`config.mk`:
```
export PLATFORM = sky130hd
export DESIGN_NAME = branch_rs
export DESIGN_NICKNAME = d
export VERILOG_FILES = /design/src/rtl/branch_rs.sv
export SDC_FILE = /design/constraint.sdc
export NUM_CORES = 2
export LEC_CHECK = 0
export ABC_AREA = 1
export CORE_MARGIN = 2
export CORE_UTILIZATION = 55
export CTS_CLUSTER_DIAMETER = 100
export CTS_CLUSTER_SIZE = 40
export DETAILED_ROUTE_END_ITERATION = 6
export MAX_ROUTING_LAYER = met4
export PLACE_DENSITY_LB_ADDON = 0.25
export SLEW_MARGIN = 20
export SYNTH_ARGS = -nofsm -noshare
export SYNTH_HDL_FRONTEND = slang
export SYNTH_SLANG_ARGS = --single-unit
```
`constraint.sdc`:
```
create_clock -name clk -period 4.1 [get_ports clk]
set_input_delay 0.615 -clock clk [delete_from_list [all_inputs] [get_ports clk]]
set_output_delay 0.615 -clock clk [all_outputs]
set_load 0.02 [all_outputs]
```
`src/rtl/branch_rs.sv`:
```
// branch_rs: in-order reservation station for control-flow µops (JAL, JALR,
// conditional branches). Buffers dispatched branches in a circular queue,
// snoops the CDB for missing source operands, and issues the oldest branch
// to the comparator once both of its operands are ready.
//
// Ports:
//   clk, rst          clock, synchronous active-high reset
//   flush             squash: empties the queue, suppresses issue
//   dispatch_*        incoming branch µop (instr/pc/imm/tag + two sources)
//   rs_full           combinational: station holds RS_DEPTH entries
//   cdb_valid/tag/data  common data bus broadcast
//   rs1_v, rs2_v, pc, imm, instr, branch_tag  registered issue payload
//   comp_issue        registered issue strobe, one cycle per issued entry
module branch_rs #(
  parameter int unsigned ROB_DEPTH = 4,
  parameter int unsigned RS_DEPTH  = 4
) (
  input  logic                         clk,
  input  logic                         rst,
  input  logic                         flush,
  input  logic                         dispatch_valid,
  input  logic [31:0]                  dispatch_instr,
  input  logic [31:0]                  dispatch_pc,
  input  logic [31:0]                  dispatch_imm,
  input  logic [$clog2(ROB_DEPTH)-1:0] dispatch_tag,
  input  logic                         dispatch_rs1_ready,
  input  logic [31:0]                  dispatch_rs1_v,
  input  logic [$clog2(ROB_DEPTH)-1:0] dispatch_rs1_tag,
  input  logic                         dispatch_rs2_ready,
  input  logic [31:0]                  dispatch_rs2_v,
  input  logic [$clog2(ROB_DEPTH)-1:0] dispatch_rs2_tag,
  output logic                         rs_full,
  input  logic                         cdb_valid,
  input  logic [$clog2(ROB_DEPTH)-1:0] cdb_tag,
  input  logic [31:0]                  cdb_data,
  output logic [31:0]                  rs1_v,
  output logic [31:0]                  rs2_v,
  output logic [31:0]                  pc,
  output logic [31:0]                  imm,
  output logic [31:0]                  instr,
  output logic [$clog2(ROB_DEPTH)-1:0] branch_tag,
  output logic                         comp_issue
);

  localparam int unsigned TW = $clog2(ROB_DEPTH);
  localparam int unsigned PW = $clog2(RS_DEPTH);
  localparam int unsigned CW = PW + 1;

  // RV32 base opcodes for the control-flow classes handled here
  localparam logic [6:0] OP_B_JAL  = 7'b1101111;
  localparam logic [6:0] OP_B_JALR = 7'b1100111;
  localparam logic [6:0] OP_B_BR   = 7'b1100011;

  typedef struct packed {
    logic [31:0]   instr;
    logic [31:0]   pc;
    logic [31:0]   imm;
    logic [TW-1:0] tag;
    logic          rs1_rdy;
    logic [31:0]   rs1_v;
    logic [TW-1:0] rs1_tag;
    logic          rs2_rdy;
    logic [31:0]   rs2_v;
    logic [TW-1:0] rs2_tag;
  } entry_t;

  entry_t                ent_q [RS_DEPTH];
  entry_t                ent_d [RS_DEPTH];
  logic [RS_DEPTH-1:0]   vld_q, vld_d;
  logic [PW-1:0]         head_q, head_d;
  logic [PW-1:0]         tail_q, tail_d;
  logic [CW-1:0]         count_q, count_d;

  logic [31:0]           rs1_v_q, rs1_v_d;
  logic [31:0]           rs2_v_q, rs2_v_d;
  logic [31:0]           pc_q, pc_d;
  logic [31:0]           imm_q, imm_d;
  logic [31:0]           instr_q, instr_d;
  logic [TW-1:0]         tag_q, tag_d;
  logic                  issue_q, issue_d;

  logic                  do_disp;
  logic                  do_issue;
  logic                  force1, force2;
  entry_t                new_ent;

  assign rs_full = (count_q == CW'(RS_DEPTH));

  assign do_disp  = dispatch_valid && !rs_full;
  assign do_issue = (count_q != '0) && ent_q[head_q].rs1_rdy && ent_q[head_q].rs2_rdy;

  // Opcode-based ready forcing for sources the instruction does not read
  always_comb begin
    force1 = 1'b0;
    force2 = 1'b0;
    case (dispatch_instr[6:0])
      OP_B_JAL:  begin force1 = 1'b1; force2 = 1'b1; end
      OP_B_JALR: begin force2 = 1'b1; end
      OP_B_BR:   begin end
      default:   begin end
    endcase
  end

  // Build the entry to be written, including same-cycle CDB bypass
  always_comb begin
    new_ent         = '0;
    new_ent.instr   = dispatch_instr;
    new_ent.pc      = dispatch_pc;
    new_ent.imm     = dispatch_imm;
    new_ent.tag     = dispatch_tag;
    new_ent.rs1_tag = dispatch_rs1_tag;
    new_ent.rs2_tag = dispatch_rs2_tag;
    new_ent.rs1_v   = dispatch_rs1_v;
    new_ent.rs2_v   = dispatch_rs2_v;
    new_ent.rs1_rdy = dispatch_rs1_ready || force1;
    new_ent.rs2_rdy = dispatch_rs2_ready || force2;
    if (!new_ent.rs1_rdy && cdb_valid && (cdb_tag == dispatch_rs1_tag)) begin
      new_ent.rs1_rdy = 1'b1;
      new_ent.rs1_v   = cdb_data;
    end
    if (!new_ent.rs2_rdy && cdb_valid && (cdb_tag == dispatch_rs2_tag)) begin
      new_ent.rs2_rdy = 1'b1;
      new_ent.rs2_v   = cdb_data;
    end
  end

  // Next-state: wakeup, issue, dispatch, count; flush overrides all of it
  always_comb begin
    ent_d     = ent_q;
    vld_d     = vld_q;
    head_d    = head_q;
    tail_d    = tail_q;
    count_d   = count_q;
    rs1_v_d   = rs1_v_q;
    rs2_v_d   = rs2_v_q;
    pc_d      = pc_q;
    imm_d     = imm_q;
    instr_d   = instr_q;
    tag_d     = tag_q;
    issue_d   = 1'b0;

    for (int unsigned i = 0; i < RS_DEPTH; i++) begin
      if (vld_q[i] && cdb_valid) begin
        if (!ent_q[i].rs1_rdy && (ent_q[i].rs1_tag == cdb_tag)) begin
          ent_d[i].rs1_rdy = 1'b1;
          ent_d[i].rs1_v   = cdb_data;
        end
        if (!ent_q[i].rs2_rdy && (ent_q[i].rs2_tag == cdb_tag)) begin
          ent_d[i].rs2_rdy = 1'b1;
          ent_d[i].rs2_v   = cdb_data;
        end
      end
    end

    if (do_issue) begin
      rs1_v_d       = ent_q[head_q].rs1_v;
      rs2_v_d       = ent_q[head_q].rs2_v;
      pc_d          = ent_q[head_q].pc;
      imm_d         = ent_q[head_q].imm;
      instr_d       = ent_q[head_q].instr;
      tag_d         = ent_q[head_q].tag;
      issue_d       = 1'b1;
      vld_d[head_q] = 1'b0;
      ent_d[head_q].rs1_rdy = 1'b0;
      ent_d[head_q].rs2_rdy = 1'b0;
      head_d        = head_q + PW'(1);
    end

    if (do_disp) begin
      ent_d[tail_q] = new_ent;
      vld_d[tail_q] = 1'b1;
      tail_d        = tail_q + PW'(1);
    end

    if (do_disp && !do_issue) begin
      count_d = count_q + CW'(1);
    end else if (!do_disp && do_issue) begin
      count_d = count_q - CW'(1);
    end

    if (flush) begin
      vld_d   = '0;
      head_d  = '0;
      tail_d  = '0;
      count_d = '0;
      issue_d = 1'b0;
      rs1_v_d = rs1_v_q;
      rs2_v_d = rs2_v_q;
      pc_d    = pc_q;
      imm_d   = imm_q;
      instr_d = instr_q;
      tag_d   = tag_q;
      for (int unsigned i = 0; i < RS_DEPTH; i++) begin
        ent_d[i]         = ent_q[i];
        ent_d[i].rs1_rdy = 1'b0;
        ent_d[i].rs2_rdy = 1'b0;
      end
    end
  end

  always_ff @(posedge clk) begin
    if (rst) begin
      for (int unsigned i = 0; i < RS_DEPTH; i++) begin
        ent_q[i] <= '0;
      end
      vld_q   <= '0;
      head_q  <= '0;
      tail_q  <= '0;
      count_q <= '0;
      rs1_v_q <= '0;
      rs2_v_q <= '0;
      pc_q    <= '0;
      imm_q   <= '0;
      instr_q <= '0;
      tag_q   <= '0;
      issue_q <= 1'b0;
    end else begin
      for (int unsigned i = 0; i < RS_DEPTH; i++) begin
        ent_q[i] <= ent_d[i];
      end
      vld_q   <= vld_d;
      head_q  <= head_d;
      tail_q  <= tail_d;
      count_q <= count_d;
      rs1_v_q <= rs1_v_d;
      rs2_v_q <= rs2_v_d;
      pc_q    <= pc_d;
      imm_q   <= imm_d;
      instr_q <= instr_d;
      tag_q   <= tag_d;
      issue_q <= issue_d;
    end
  end

  assign rs1_v      = rs1_v_q;
  assign rs2_v      = rs2_v_q;
  assign pc         = pc_q;
  assign imm        = imm_q;
  assign instr      = instr_q;
  assign branch_tag = tag_q;
  assign comp_issue = issue_q;

endmodule

```
==> results.toml <==
[run_status]
outcome = "finished with violations"
violations = "design-rule violations"

[cells_and_area]
syn2layout_area_growth_pct = 11.5
fillers = 6926
final_common_cell = "nand2_1"
fin_nets = 6209
finalNonFillerCells = 7010
design_area_sq_um = 45700
postLayoutCoreUtil = 0.617
layout-drive-gt1-share = 0.0311
final_cell_mix = "nand2_1 (995), nand3_1 (856), dfxtp_1 (844)"

[sta]
slew_viol_final = 0
finalCritPeriodShare = 0.743
period_needed_ns = 3.05
final.setup.tns_ns = 0
relSlewSlack = 0.124
hold_ws_ns = 0.447
hold_viol_final = 0
worstMarginPinSlew_ns = 1.31
setup_viol = 0
fmax_mhz = 328
skew_ns = 0.0288
rsz0062_at_grt = "no"

[route]
drtAntennaViolNets = 0
finalWirelength_mm = 140
drcViolationCount = 1
vias_per_cell = 6.02
drtPass1Iterations = 7
vias = 42200
drt-initial-drc-count = 5963
drt-wirelength-per-cell_um = 19.9

[synthesis]
synth_top_area_frac = 0.413
avgSynthCellArea_sq_um = 6.76
synth_mux_area_frac = 0
synth_area_leaders = "dfxtp_1 (41%), nand3_1 (10%), o21ai_0 (10%)"
ys_seq_area_frac = 0.413
synth.distinct_cells = 26
synth-compound-area-share = 0.198
synth_fa_ha_area_frac = 0.00324
yosys.area_share.xor_xnor = 0.00318
syn_nets = 6277
yosys_warnings = 0
syn_area_sq_um = 41000
synth_top_family_by_area = "simple AND/OR/NAND/NOR gates"
synthSimpleGateAreaFrac = 0.280
synth.largest_area_cell = "dfxtp_1"
syn_inst = 6060
ys_ff_latch = 846

[setup_path]
endpoint_kind = "register"
required_ns = 4.65
worst-setup-path-type = "reg -> reg"
slowest_delay_ns = 0.87
worst_path_max_delay_cell = "buf_4"
worstRegToRegCells = 6
cp.arrival_ns = 3.60
path_cells = "buf_4 > buf_4 > o21ai_0 > o22ai_1 > nor2_1 > nor2_1"
startpoint_type = "register"
worst-path-max-fanout = 104

[cts]
clkLatencyLatePin_ns = 0.62
postCtsSetupBuffers = 0
clkTransAtPathRegs_ns = 0.13
numCtsBuffers = 35
ctsResizeCount = 0
tritoncts_num_sinks = 846
clockBufferDepth = 3
htreeDepth = 2
clockRootBuffer = "clkbuf_16"
cts_hold_buf = 0
tritoncts = "built"

[job]
drv_cap = 0

[hold_path]
hold_depth = 2
min_path_type = "reg -> reg"

[die]
rows = 100
core_area_sq_um = 74100
die_area_sq_um = 76700
die-width_um = 277
ios = 371
start_util = 0.553
fp.dieH_um = 277

[placed_design]
port_buffers = 370
dp_hpwl_mm = 74.5
placed_cells = 6924
place_area_sq_um = 44400
gp_congestion = 0.906

[grt]
grt_max_degree = 225
grt_overflow = 0
antenna_found_initial = 24
grt.total_usage = 0.359
grt_pass1_wl_mm = 217
grt_pass1_vias = 38800

[pwr]
cellLeakagePower_nw = 18.4
vdd_drop_max_mv = 0.358
p_per_area_nw_per_um2 = 330
==> synth_stat cells <==
cell and instances:
inv_1 428, o22ai_1 64, buf_1 31, nor2_1 466, a21oi_2 1, nand4_1 256, clkinv_1 8, o21ai_1 80
a21oi_1 623, xnor2_2 8, clkbuf_1 313, o21ai_0 837, fa_1 1, buf_2 174, nand2_2 4, nor2_2 5
ha_1 9, nand3_1 856, nand3_4 1, nand2_1 1001, dfxtp_1 846, inv_4 1, buf_4 21, buf_6 16
inv_2 9, nor2_8 1
==> area by class of cell <==
class	count	area, sq um	area share
Antenna cell	24	60.1	0.00131
Clock buffer	42	965	0.0211
Tap cell	969	1210	0.0265
Inverter	446	1700	0.0372
Timing Repair Buffer	450	4590	0.100
Clock inverter	20	268	0.00586
Multi-Input combinational cell	4213	20000	0.437
Sequential cell	846	16900	0.371
==> cells by family (layout without fill, tap and decap cells) <==
logic type	after synthesis	count (layout)
compound gates	1605	1605
simple gates	2590	2590
other cells	0	24
flops	846	846
xor+xnor	8	8
buf+inv	1001	958
fa+ha+maj	10	10
==> path summary, 6_finish.rpt <==
kind	start	end	slack, ns
worst max register to register	head_q[0]	rs1_v[27]	1.05
worst min-delay path	ent_q[81]	ent_q[81]	0.45
worst max-delay path	head_q[0]	rs1_v[27]	1.05
worst min register to register	ent_q[81]	ent_q[81]	0.45
==> metrics by stage <==
stage               total power [mW]  setup slack (ns)
finish                          15.1              1.05
global route                    15.6             0.829
CTS                             15.1              1.15
detailed placement              10.3             0.863
global placement                10.3             0.933
floorplan                       9.71              2.00
==> registers in the layout, summed over array words and instances (netlist names) <==
signal / cells
ent_q: 672
imm: 32
instr: 32
pc: 32
rs1_v: 32
rs2_v: 32
vld_q: 4
count_q: 3
branch_tag: 2
head_q: 2
tail_q: 2
comp_issue: 1
==> critical path, delay by kind of cell, from the launching register on <==
kind	cells	cell delay, ns
flops	1	0.55
simple gates	2	0.20
compound gates	2	0.68
buf+inv	2	1.50
==> layer usage <==
metal,GRT usage,wire length [um],up-vias
met3,0.0797,17000,498
met2,0.544,61700,2483
met4,0.184,7440,0
li1,-,-,20300
met1,0.451,53400,19000
met5,-,0,-
==> report_power, final <==
| group | total [mW] | internal, mW | switching (mW) | leakage, nW |
|---|---|---|---|---|
| Sequential | 8.54 | 8.43 | 0.113 | 6.85 |
| Clock | 4.84 | 1.89 | 2.95 | 0.590 |
| Combinational | 1.68 | 0.568 | 1.12 | 10.9 |
| Total | 15.1 | 10.9 | 4.18 | 18.4 |
No activity file was read; power rests on OpenSTA's default activity.
